`src/rtl/hdmi_timing.sv`:
```
// hdmi_timing: free-running HDMI scan counter with blanking/sync decode.
// Blanking and sync are delayed to line up with the pixel returned by the
// upscaler, then everything is registered once more before the TMDS encoder.
module hdmi_timing #(
   parameter int OSCREEN_WIDTH  = 720,
   parameter int OSCREEN_HEIGHT = 480,
   parameter int OFRAME_WIDTH   = 858,
   parameter int OFRAME_HEIGHT  = 525,
   parameter int HSYNC_START    = 736,
   parameter int HSYNC_LEN      = 62,
   parameter int VSYNC_START    = 489,
   parameter int VSYNC_LEN      = 6,
   parameter int SYNC_POL       = 0,
   parameter int RGB_LATENCY    = 2,
   parameter int NEWFRAME_LINE  = OFRAME_HEIGHT - 3
) (
   input  logic        clk_h,
   input  logic        rst_h,
   output logic [9:0]  hx,
   output logic [9:0]  hy,
   input  logic [23:0] rgb_h,
   output logic [23:0] rgb_o,
   output logic        de_o,
   output logic        hsync_o,
   output logic        vsync_o,
   output logic        new_frame
);

   localparam logic [9:0]  HX_LAST  = 10'(OFRAME_WIDTH - 1);
   localparam logic [9:0]  HY_LAST  = 10'(OFRAME_HEIGHT - 1);
   localparam logic [9:0]  NF_LINE  = 10'(NEWFRAME_LINE);
   localparam logic [10:0] ACT_W    = 11'(OSCREEN_WIDTH);
   localparam logic [10:0] ACT_H    = 11'(OSCREEN_HEIGHT);
   localparam logic [10:0] HS_BEG   = 11'(HSYNC_START);
   localparam logic [10:0] HS_END   = 11'(HSYNC_START + HSYNC_LEN);
   localparam logic [10:0] VS_BEG   = 11'(VSYNC_START);
   localparam logic [10:0] VS_END   = 11'(VSYNC_START + VSYNC_LEN);
   localparam logic        POL      = 1'(SYNC_POL);
   localparam logic        SYNC_OFF = ~POL;

   // Reject frame geometries the counters and decode cannot represent.
   if (!(OSCREEN_WIDTH < OFRAME_WIDTH && OSCREEN_HEIGHT < OFRAME_HEIGHT &&
         HSYNC_START + HSYNC_LEN <= OFRAME_WIDTH &&
         VSYNC_START + VSYNC_LEN <= OFRAME_HEIGHT &&
         NEWFRAME_LINE < OFRAME_HEIGHT && NEWFRAME_LINE >= 0 &&
         OFRAME_WIDTH <= 1024 && OFRAME_HEIGHT <= 1024 &&
         RGB_LATENCY >= 0 && RGB_LATENCY <= 7)) begin : g_bad_params
      $error("hdmi_timing: illegal frame geometry or latency parameters");
   end

   logic [9:0]  hx_next;
   logic [9:0]  hy_next;
   logic [10:0] hx_w;
   logic [10:0] hy_w;
   logic [2:0]  flags;
   logic [2:0]  flags_dly;

   // Next scan position: hx wraps every line, hy steps on that wrap.
   always_comb begin
      hx_next = hx + 10'd1;
      hy_next = hy;
      if (hx == HX_LAST) begin
         hx_next = '0;
         hy_next = (hy == HY_LAST) ? 10'd0 : hy + 10'd1;
      end
   end

   // Scan counters and new_frame, which tracks the line being entered.
   always_ff @(posedge clk_h or negedge rst_h) begin
      if (!rst_h) begin
         hx        <= '0;
         hy        <= '0;
         new_frame <= 1'b0;
      end else begin
         hx        <= hx_next;
         hy        <= hy_next;
         new_frame <= (hy_next == NF_LINE);
      end
   end

   // Widened by one bit so START+LEN compares cannot wrap.
   assign hx_w  = {1'b0, hx};
   assign hy_w  = {1'b0, hy};
   assign flags = {(hx_w < ACT_W) && (hy_w < ACT_H),
                   (hx_w >= HS_BEG) && (hx_w < HS_END),
                   (hy_w >= VS_BEG) && (hy_w < VS_END)};

   if (RGB_LATENCY == 0) begin : g_bypass
      assign flags_dly = flags;
   end else begin : g_line
      logic [2:0] line [RGB_LATENCY];

      // Delay {de,hs,vs} by the upscaler latency; stages clear to blanking.
      always_ff @(posedge clk_h or negedge rst_h) begin
         if (!rst_h) begin
            for (int i = 0; i < RGB_LATENCY; i++) line[i] <= 3'b000;
         end else begin
            line[0] <= flags;
            for (int i = 1; i < RGB_LATENCY; i++) line[i] <= line[i-1];
         end
      end

      assign flags_dly = line[RGB_LATENCY-1];
   end

   // Output register; blanking forces the pixel to black.
   always_ff @(posedge clk_h or negedge rst_h) begin
      if (!rst_h) begin
         rgb_o   <= '0;
         de_o    <= 1'b0;
         hsync_o <= SYNC_OFF;
         vsync_o <= SYNC_OFF;
      end else begin
         rgb_o   <= flags_dly[2] ? rgb_h : 24'h0;
         de_o    <= flags_dly[2];
         hsync_o <= flags_dly[1] ^ SYNC_OFF;
         vsync_o <= flags_dly[0] ^ SYNC_OFF;
      end
   end

endmodule
```
`config.mk`:
```
export PLATFORM = sky130hd
export DESIGN_NAME = hdmi_timing
export DESIGN_NICKNAME = d
export VERILOG_FILES = /design/src/rtl/hdmi_timing.sv
export SDC_FILE = /design/constraint.sdc
export NUM_CORES = 1
export LEC_CHECK = 0
export ABC_AREA = 1
export BUFFER_PORTS_ARGS = -buffer_cell sky130_fd_sc_hd__buf_4
export CORE_MARGIN = 3
export CORE_UTILIZATION = 50
export CTS_CLUSTER_SIZE = 16
export DETAILED_ROUTE_END_ITERATION = 8
export GPL_ROUTABILITY_DRIVEN = 0
export PLACE_DENSITY = 0.78
export SLEW_MARGIN = 20
export SYNTH_ARGS = -nofsm -noshare
export SYNTH_HDL_FRONTEND = slang
export SYNTH_SLANG_ARGS = --single-unit
export TNS_END_PERCENT = 1
```
`constraint.sdc`:
```
create_clock -name clk_h -period 2.4 [get_ports clk_h]
set_clock_uncertainty 0.05 [all_clocks]
set_input_delay 0.48 -clock clk_h [delete_from_list [all_inputs] [get_ports clk_h]]
set_output_delay 0.48 -clock clk_h [all_outputs]
set_load 0.01 [all_outputs]
```
## After elaboration in Yosys (flattened, before gate mapping)

Cells that the tools add are included.

| operators by class | value |
|---|---|
| eq/ne operators | 3 |
| magnitude comparators | 6 |
| reductions and logical operators | 3 |
| add/subtract/negate cells | 2 |
| muxes and demuxes | 4 |
| bitwise gates (word level) | 2 |

Operators by type and width:

| operator | count |
|---|---|
| $eq A10 B10 Y1 const B | 3 |
| $mux W10 | 3 |
| $mux W24 | 1 |
| $add A10 B1 Y10 const B | 2 |
| $lt A10 B10 Y1 const B | 2 |
| $lt A10 B9 Y1 const B | 2 |
| $ge A10 B10 Y1 const B | 1 |
| $ge A10 B9 Y1 const B | 1 |
| $logic_and A1 B1 Y1 | 3 |
| $not A1 Y1 | 2 |

| storage, ports and cells | value |
|---|---|
| input bits | 26 |
| output and inout bits | 48 |
| word-level logic and storage cells | 29 |
| bits in registers | 54 |

## Longest topological paths before layout

Gate-level depths: netlist (run 1).

| logic depth | value |
|---|---|
| depth in word-level cells | 4 |
| mapped depth | 12 |

## Least setup slack after synthesis (run 1)

No wires, ideal clock.

| timing | value |
|---|---|
| path type | register to register |
| start point | register hx[1] |
| end point | register new_frame |
| cell stages (with the launch flop) | 12 |
| setup slack | 0.787 ns |
| clock period less this slack | 1.613 ns |
| library setup time | 0.115 ns |
| arrival time | 1.447 ns |
| cells stage by stage | dfrtp_1 > inv_1 > ha_1 > inv_1 > nor2_1 > nand3_4 > inv_4 > nand3_1 > o21ai_1 > nor2_2 > nand3_1 > nor2_1 |

| on the way | value |
|---|---|
| word-level cells in the longest chain between the ends | 3 |

Ends and longest elaborated chain:

| what | line | source |
|---|---|---|
| from (decl) | 19 | `output logic [9:0] hx,` |
| from (signal assigned) | 75 | `hx <= hx_next;` |
| $eq A10 B10 Y1 | 62 | `if (hx == HX_LAST) begin` |
| $mux W10 | 62 |  |
| net hy_next[5] | 52 | `logic [9:0] hy_next;` |
| $eq A10 B10 Y1 | 77 | `new_frame <= (hy_next == NF_LINE);` |
| to (signal assigned) | 77 |  |
| to (decl) | 26 | `output logic new_frame` |

The timed path passes the listed nets, and every way through them passes these cells.

## Worst setup path after layout (run 1)

Ends and elaborated chain as after synthesis.

==> results of run 1 <==
[state kept, by name, summed over array words and instances, names as in the netlist]
register,cells
vsync_o,1
new_frame,1
g_line.line,3
de_o,1
hy,10
rgb_o,24
flags_dly,3
hx,10
hsync_o,1
[synth_stat cells]
| cell type | n | area share (%) |
|---|---|---|
| a211oi_1 | 2 | 0.60 |
| a21oi_1 | 4 | 0.80 |
| and2_1 | 1 | 0.25 |
| clkbuf_1 | 2 | 0.30 |
| clkinv_1 | 1 | 0.15 |
| clkinv_2 | 1 | 0.20 |
| dfrtp_1 | 52 | 52 |
| dfstp_2 | 2 | 2.1 |
| ha_1 | 7 | 3.5 |
| inv_1 | 57 | 8.5 |
| inv_2 | 7 | 1.0 |
| inv_4 | 1 | 0.25 |
| nand2_1 | 72 | 11 |
| nand2_2 | 4 | 1.0 |
| nand3_1 | 17 | 3.4 |
| nand3_4 | 2 | 1.4 |
| nand3b_1 | 1 | 0.30 |
| nand4_1 | 11 | 2.7 |
| nor2_1 | 25 | 3.7 |
| nor2_2 | 5 | 1.2 |
| nor2_4 | 4 | 1.8 |
| nor2_8 | 1 | 0.80 |
| nor3_1 | 2 | 0.40 |
| o21a_1 | 2 | 0.60 |
| o21ai_0 | 3 | 0.60 |
| o21ai_1 | 3 | 0.60 |
| or2_2 | 1 | 0.25 |
| xnor2_1 | 1 | 0.35 |
| xor2_1 | 1 | 0.35 |
[worst max-delay path, cell delays in order (launching register included)]
cell	delay, ns
dfrtp_1	0.43
inv_1	0.10
ha_1	0.16
inv_1	0.06
nor2_1	0.18
nand3_4	0.18
inv_4	0.13
nand3_1	0.07
o21ai_1	0.14
nor2_2	0.07
nand3_1	0.07
nor2_1	0.04
[where the power goes]
group | internal, mW | switching [mW] | total [mW]
Clock | 0.200 | 0.287 | 0.486
Combinational | 0.0571 | 0.0504 | 0.108
Sequential | 0.929 | 0.00533 | 0.935
Total | 1.19 | 0.342 | 1.53
[per-stage QoR]
stage	setup slack [ns]	total power [mW]	std cells	area, um^2	hold slack (ns)
finish	0.625	1.53	437	3210	0.147
global route	0.457	1.60	437	3210	0.185
CTS	0.618	1.55	437	3210	0.170
detailed placement	0.633	1.06	430	3130	0.286
global placement	0.662	1.06	430	3130	0.282
floorplan	0.787	0.979	292	2510	0.134
[final timing paths]
check / start / end / depth (start not counted)
max in group asynchronous: rst_h / rgb_o[20]$_DFF_PN0_ / 1
worst min-delay path: rst_h / hy[0]$_DFF_PN0_ / 1
worst max register to register: hx[1]$_DFF_PN0_ / new_frame$_DFF_PN0_ / 11
min in group clk_h: g_line.line[5]$_DFF_PN0_ / flags_dly[2]$_DFF_PN0_ / 0
worst min register to register: g_line.line[5]$_DFF_PN0_ / flags_dly[2]$_DFF_PN0_ / 0
worst max-delay path: hx[1]$_DFF_PN0_ / new_frame$_DFF_PN0_ / 11
[layout make-up]
cell class	count	area, um^2	share of cell area [%]
clock buffer	5	68.8	2.14
clock inverter	2	15.0	0.467
inverter	67	255	7.94
multi-input combinational	169	890	27.7
sequential	54	1350	42.1
tap	67	83.8	2.61
timing repair buffer	73	548	17.0
[cells by family after synthesis]
kind of cell    Yosys count  synth area share (%)
buf+inv                  69                  10.5
xor+xnor                  2                 0.699
compound gates           14                  3.19
flops                    54                  54.0
simple gates            146                  28.1
fa+ha+maj                 7                  3.49
[cell usage in the layout (no fill, tap or decap)]
master	count
clkinv_2	1
ha_1	7
dfstp_2	2
inv_2	7
o21ai_1	3
nand4_1	11
and2_1	1
nor2_2	5
nor2_1	25
o21ai_0	3
nor2_4	4
clkbuf_8	5
o21a_1	2
or2_2	1
nand3b_1	1
clkinv_1	1
nand3_1	17
inv_4	1
clkinvlp_4	2
nand2_2	4
nand3_4	2
buf_4	73
dfrtp_1	52
xnor2_1	1
xor2_1	1
nor2_8	1
nor3_1	2
inv_1	57
a21oi_1	4
nand2_1	72
a211oi_1	2
[per-layer routing]
| layer | wire, um | vias to the layer above |
|---|---|---|
| met5 | 0 | - |
| met4 | 67 | 0 |
| met3 | 415 | 7 |
| met2 | 2650 | 75 |
| met1 | 2200 | 962 |
| li1 | - | 1041 |
==> qor.txt, run 1 <==
DR WL/cell - 12.2 um
syn_nets - 325
max-capacitance violation count - 0
largest net degree at the start of global routing - 55
Period minus WS final - 1.78 ns
Final Util - 67.2%
grt met3 use - 5.40%
filler instances - 417
vias post-DR - 2085
slew margin rel. - 52.5%
core footprint - 0.00479 mm^2
Worst EP required - 2.56 ns
kind of critical path - flop to flop
worst slew pin tran - 0.713 ns
HPWL Detailed - 4.06 mm
number of port buffers - 73
hold crit path type - input pin to async pin
Post-CTS Setup Repair Bufs - 0
pwr dens - 476 mW/mm^2
GRT overflow - 0
DRT iter0 DRCs - 68
Tcrit/Tclk final - 74.0%
Die H - 76.8 um
1st-pass router iterations - 4
LEAKAGE - 1.78 nW
Yosys Warn Count - 0
setup violators final - 0
Avg Inst Size Synth - 8.58 um^2
status - completed
GRT met1 Usage - 23.9%
Seq/Total Area, Yosys - 54.0%
FF-to-FF setup slack - 0.62 ns
Num CTS Buffers - 5
I/O pin count - 74
Worst setup EP type - flop
Via-to-Cell Ratio - 4.77
synth-to-layout area growth - 28.3%
CTS H-tree lvls - 2
wirelength, routed - 5.33 mm
GRT Overall Usage - 19.6%
post-synthesis register bit count - 54
initial antenna violation count - 0
post-route ant nets - 0
setup TNS - 0 ns
Starting Density - 52.4%
Clock Sinks - 54
Antenna diodes - 0
clock tree buffer depth - 2
nets - 403
busiest grt layer - met2
Die W - 76.8 um
drt drc - 0
Clock Latency Late Sink - 0.30 ns
Synth Cell Area - 0.00251 mm^2
TritonCTS clock tree - done
Mapped Cells - 292
crit path DAT - 1.93 ns
first-pass GRT wire length - 9.27 mm
global routing usage on met2 - 34.0%
Max VDD drop - 0.316 mV
Synth cell types - 29
share of cells above drive strength 1 - 29.2%
root buffer cell - clkbuf_8
clk slew on worst S/H paths - 0.10 ns
Post-CTS Resized - 0
FP Rows - 25
Fin. Hold Viols - 0
hold-fix buffer count after cts - 0
critical path fanouts, max - 10
RSZ-0062 raised after global routing - false
vias in the first global route - 2071
fmax - 563 MHz
Die Area - 0.00590 mm^2
Startpoint Class - flop
Slew Viols, Final - 0
Note: power is estimated with default switching activity, not from simulation.
==> inputs of run 2 (changes only) <==
--- a/config.mk
+++ b/config.mk
@@ -5,14 +5,14 @@
 export SDC_FILE = /design/constraint.sdc
 export NUM_CORES = 1
 export LEC_CHECK = 0
-export ABC_AREA = 1
+export ABC_AREA = 0
 export BUFFER_PORTS_ARGS = -buffer_cell sky130_fd_sc_hd__buf_4
 export CORE_MARGIN = 3
-export CORE_UTILIZATION = 50
+export CORE_UTILIZATION = 45
 export CTS_CLUSTER_SIZE = 16
 export DETAILED_ROUTE_END_ITERATION = 8
 export GPL_ROUTABILITY_DRIVEN = 0
-export PLACE_DENSITY = 0.78
+export PLACE_DENSITY = 0.75
 export SLEW_MARGIN = 20
 export SYNTH_ARGS = -nofsm -noshare
 export SYNTH_HDL_FRONTEND = slang
==> constraint.sdc (replaced) <==
create_clock -name clk_h -period 1.6 [get_ports clk_h]
set_clock_uncertainty 0.05 [all_clocks]
set_input_delay 0.32 -clock clk_h [delete_from_list [all_inputs] [get_ports clk_h]]
set_output_delay 0.32 -clock clk_h [all_outputs]
set_load 0.01 [all_outputs]
==> qor.txt, run 2 <==
status - finished, violations left
failing checks - setup timing
wirelength, routed - 5.83 mm (+9.4%)
top cells by area, synth - dfrtp_1, and2_1, ha_1, dfstp_2, xor2_1
Largest regs - rgb_o: 24 flops, hx: 10 flops, hy: 10 flops
max reg flops - 24 (unchanged)
LEAKAGE - 1.63 nW (-8.7%)
slowest stage delay, CP - 0.43 ns (about the same)
1st-pass router iterations - 4 (unchanged)
hold crit path type - input pin to flop
largest register by flop count - rgb_o
critical path's most frequent cell - nor4_4
largest net degree at the start of global routing - 28 (-49%)
Seq/Total Area, Yosys - 59.5% (+5.4 points)
core footprint - 0.00482 mm^2 (+0.65%)
post-route ant nets - 0 (unchanged)
Mapped Cells - 199 (-32%)
setup violators final - 12 (+12)
Via-to-Cell Ratio - 5.08 (+6.4%)
first-pass GRT wire length - 9.61 mm (+3.6%)
Die Area - 0.00595 mm^2 (+0.89%)
r2r startpoint - hx[5]$_DFF_PN0_
TritonCTS clock tree - done
Worst setup EP type - flop
Yosys Warn Count - 0 (unchanged)
GRT Overall Usage - 20.5% (+0.84 points)
RSZ-0062 raised after global routing - true
Slew Viols, Final - 0 (unchanged)
Comb power frac - 6.8% (-0.2 points)
setup TNS - -2.82 ns (-2.82 ns)
hold_ws - 0.180 ns (+0.0326 ns)
post-synth top area share - 57.1% (+5.2 points)
Top delay family on crit path - simple AND/OR/NAND/NOR gates
Post-Layout Cell Count - 383 (-12%)
initial antenna violation count - 0 (unchanged)
clock network fraction of total power - 36.3% (+4.5 points)
drt drc - 0 (unchanged)
largest area contributor in the netlist - dfrtp_1
vias in the first global route - 2004 (-3.2%)
Period minus WS final - 2.15 ns (+0.372 ns)
HPWL Detailed - 4.08 mm (+0.49%)
GRT overflow - 0 (unchanged)
kind of critical path - flop to flop
share of cells above drive strength 1 - 48.4% (+19 points)
Die W - 77.1 um (+0.44%)
number of synthesized flops with an enable pin - 0 (unchanged)
synth-to-layout area growth - 53.2%
P_sw - 0.502 mW (+47%)
number of port buffers - 73 (unchanged)
max-capacitance violation count - 0 (unchanged)
most frequent cells in the layout - buf_4, dfrtp_1, and2_1, nand2_1
syn_nets - 232 (-29%)
nets - 348 (-14%)
post-synthesis register bit count - 54 (unchanged)
Switching Fraction - 20.4% (-2.0 points)
filler instances - 371 (-11%)
min-delay src - rgb_h[7]
Avg Inst Size Synth - 11.4 um^2 (+33%)
DRT iter0 DRCs - 91 (+34%)
most common cell after layout, fill and taps aside - buf_4
power share of the sequential group - 56.9% (-4.3 points)
Startpoint Class - flop
Critical-path top delay cell - or3b_4
critical path fanouts, max - 4 (-6)
critical path launch point - hx[5]$_DFF_PN0_
Final WS setup - -0.547 ns (-1.17 ns)
FP Rows - 25 (unchanged)
clk slew on worst S/H paths - 0.10 ns (about the same)
worst slew pin tran - 0.497 ns (-0.216 ns)
Synth cell types - 41 (+41%)
Clock Latency Late Sink - 0.30 ns (about the same)
DR WL/cell - 15.2 um (+25%)
Starting Density - 47.3% (-5.1 points)
placed cell count - 371 (-14%)
Post-synth top cells - dfrtp_1, and2_1, nor2_1
CP bufs+invs - 1 (-2)
vias post-DR - 1944 (-6.8%)
main flop type after synthesis - dfrtp_1
Fin. Hold Viols - 0 (unchanged)
count leader, synth - dfrtp_1
Die H - 77.1 um (+0.44%)
Worst EP required - 1.76 ns (-0.80 ns)
Max VDD drop - 0.403 mV (+27%)
Synth Cell Area - 0.00228 mm^2 (-9.1%)
CTS H-tree lvls - 2 (unchanged)
crit path cell chain - or3b_4 > buf_4 > nor4_4 > xnor2_1 > nand4_1 > nor4_4
crit path DAT - 2.31 ns (+0.38 ns)
fmax - 466 MHz (-17%)
root buffer cell - clkbuf_8
Antenna diodes - 0 (unchanged)
slew margin rel. - 66.9% (+14 points)
pwr dens - 706 mW/mm^2 (+48%)
Tcrit/Tclk final - 134% (+60 points)
internal power - 1.96 mW (+65%)
clock tree buffer depth - 2 (unchanged)
Num CTS Buffers - 5 (unchanged)
I/O pin count - 74 (unchanged)
Post-synth ARST share - 100% (unchanged)
Clock Sinks - 54 (unchanged)
FF-to-FF setup slack - -0.55 ns (-1.17 ns)
[run 2: changes by cell type in the layout (fill, tap and decap cells not counted), moves of 6 or more]
cell	change
nand3_1	-7
nand4_1	-6
nand2_1	-61
buf_4	+37
and2_1	+25
nor2_1	-15
inv_1	-49
[run 2: worst paths after layout]
path,endpoint,cells after the start
min reg2reg,vsync_o$_DFF_PN1_,1
max reg2reg,new_frame$_DFF_PN0_,6
min,rgb_o[7]$_DFF_PN0_,2
max,new_frame$_DFF_PN0_,6
max in group asynchronous,hx[5]$_DFF_PN0_,3
min in group asynchronous,de_o$_DFF_PN0_,2
[run 2: stage by stage]
stage	util [%]	worst slack [ns]	total power [mW]	instance area, um^2
final	72.4	-0.547	2.46	3490
after global routing	72.4	-0.634	2.58	3490
after CTS	70.5	-0.371	2.49	3400
after detailed placement	66.8	-0.467	1.60	3220
after global placement	66.8	-0.349	1.59	3220
after floorplan	-	-0.390	1.47	2310
[run 2: layout make-up]
class	count	area, um^2	area share, %
clock buffer	6	72.6	2.08
clock inverter	2	37.5	1.08
inverter	10	37.5	1.08
multi-input combinational	127	985	28.2
sequential	54	1360	39.0
tap	67	83.8	2.40
timing repair buffer	117	912	26.1
[run 2: power groups by stage]
| stage | registers [mW] | logic (mW) | clock network (mW) |
|---|---|---|---|
| 4_1_cts | 1.40 | 0.171 | 0.913 |
| 3_5_place_dp | 1.43 | 0.169 | 0 |
| 6_report | 1.40 | 0.167 | 0.893 |
| 5_1_grt | 1.41 | 0.182 | 0.987 |
| 2_1_floorplan | 1.45 | 0.0204 | 0 |
| 3_3_place_gp | 1.43 | 0.165 | 0 |
[run 2: timing repair]
item,CTS,global route
cloned,0,0
setup endpoints to repair,18,20
hold buffers,1,0
pin swaps,8,8
hold endpoints to repair,23,0
gates resized for setup,11,21
buffers inserted,2,1
[run 2: routing by layer]
metal / vias up / GRT usage [%] / part of all wire (%)
li1: 901 / - / -
met1: 896 / 25.2 / 41
met2: 123 / 33.9 / 47
met3: 24 / 5.87 / 8.8
met4: 0 / 7.83 / 3.3
met5: - / 0 / 0
[run 2: cell families after synthesis]
| group | synth area share, % |
|---|---|
| AO/OA/AOI/OAI | 6.70 |
| XOR/XNOR | 4.23 |
| adder cells (fa/ha/maj) | 3.85 |
| buffers and inverters | 3.08 |
| flip-flops | 59.5 |
| multiplexers | 0.989 |
| AND/OR/NAND/NOR | 21.7 |
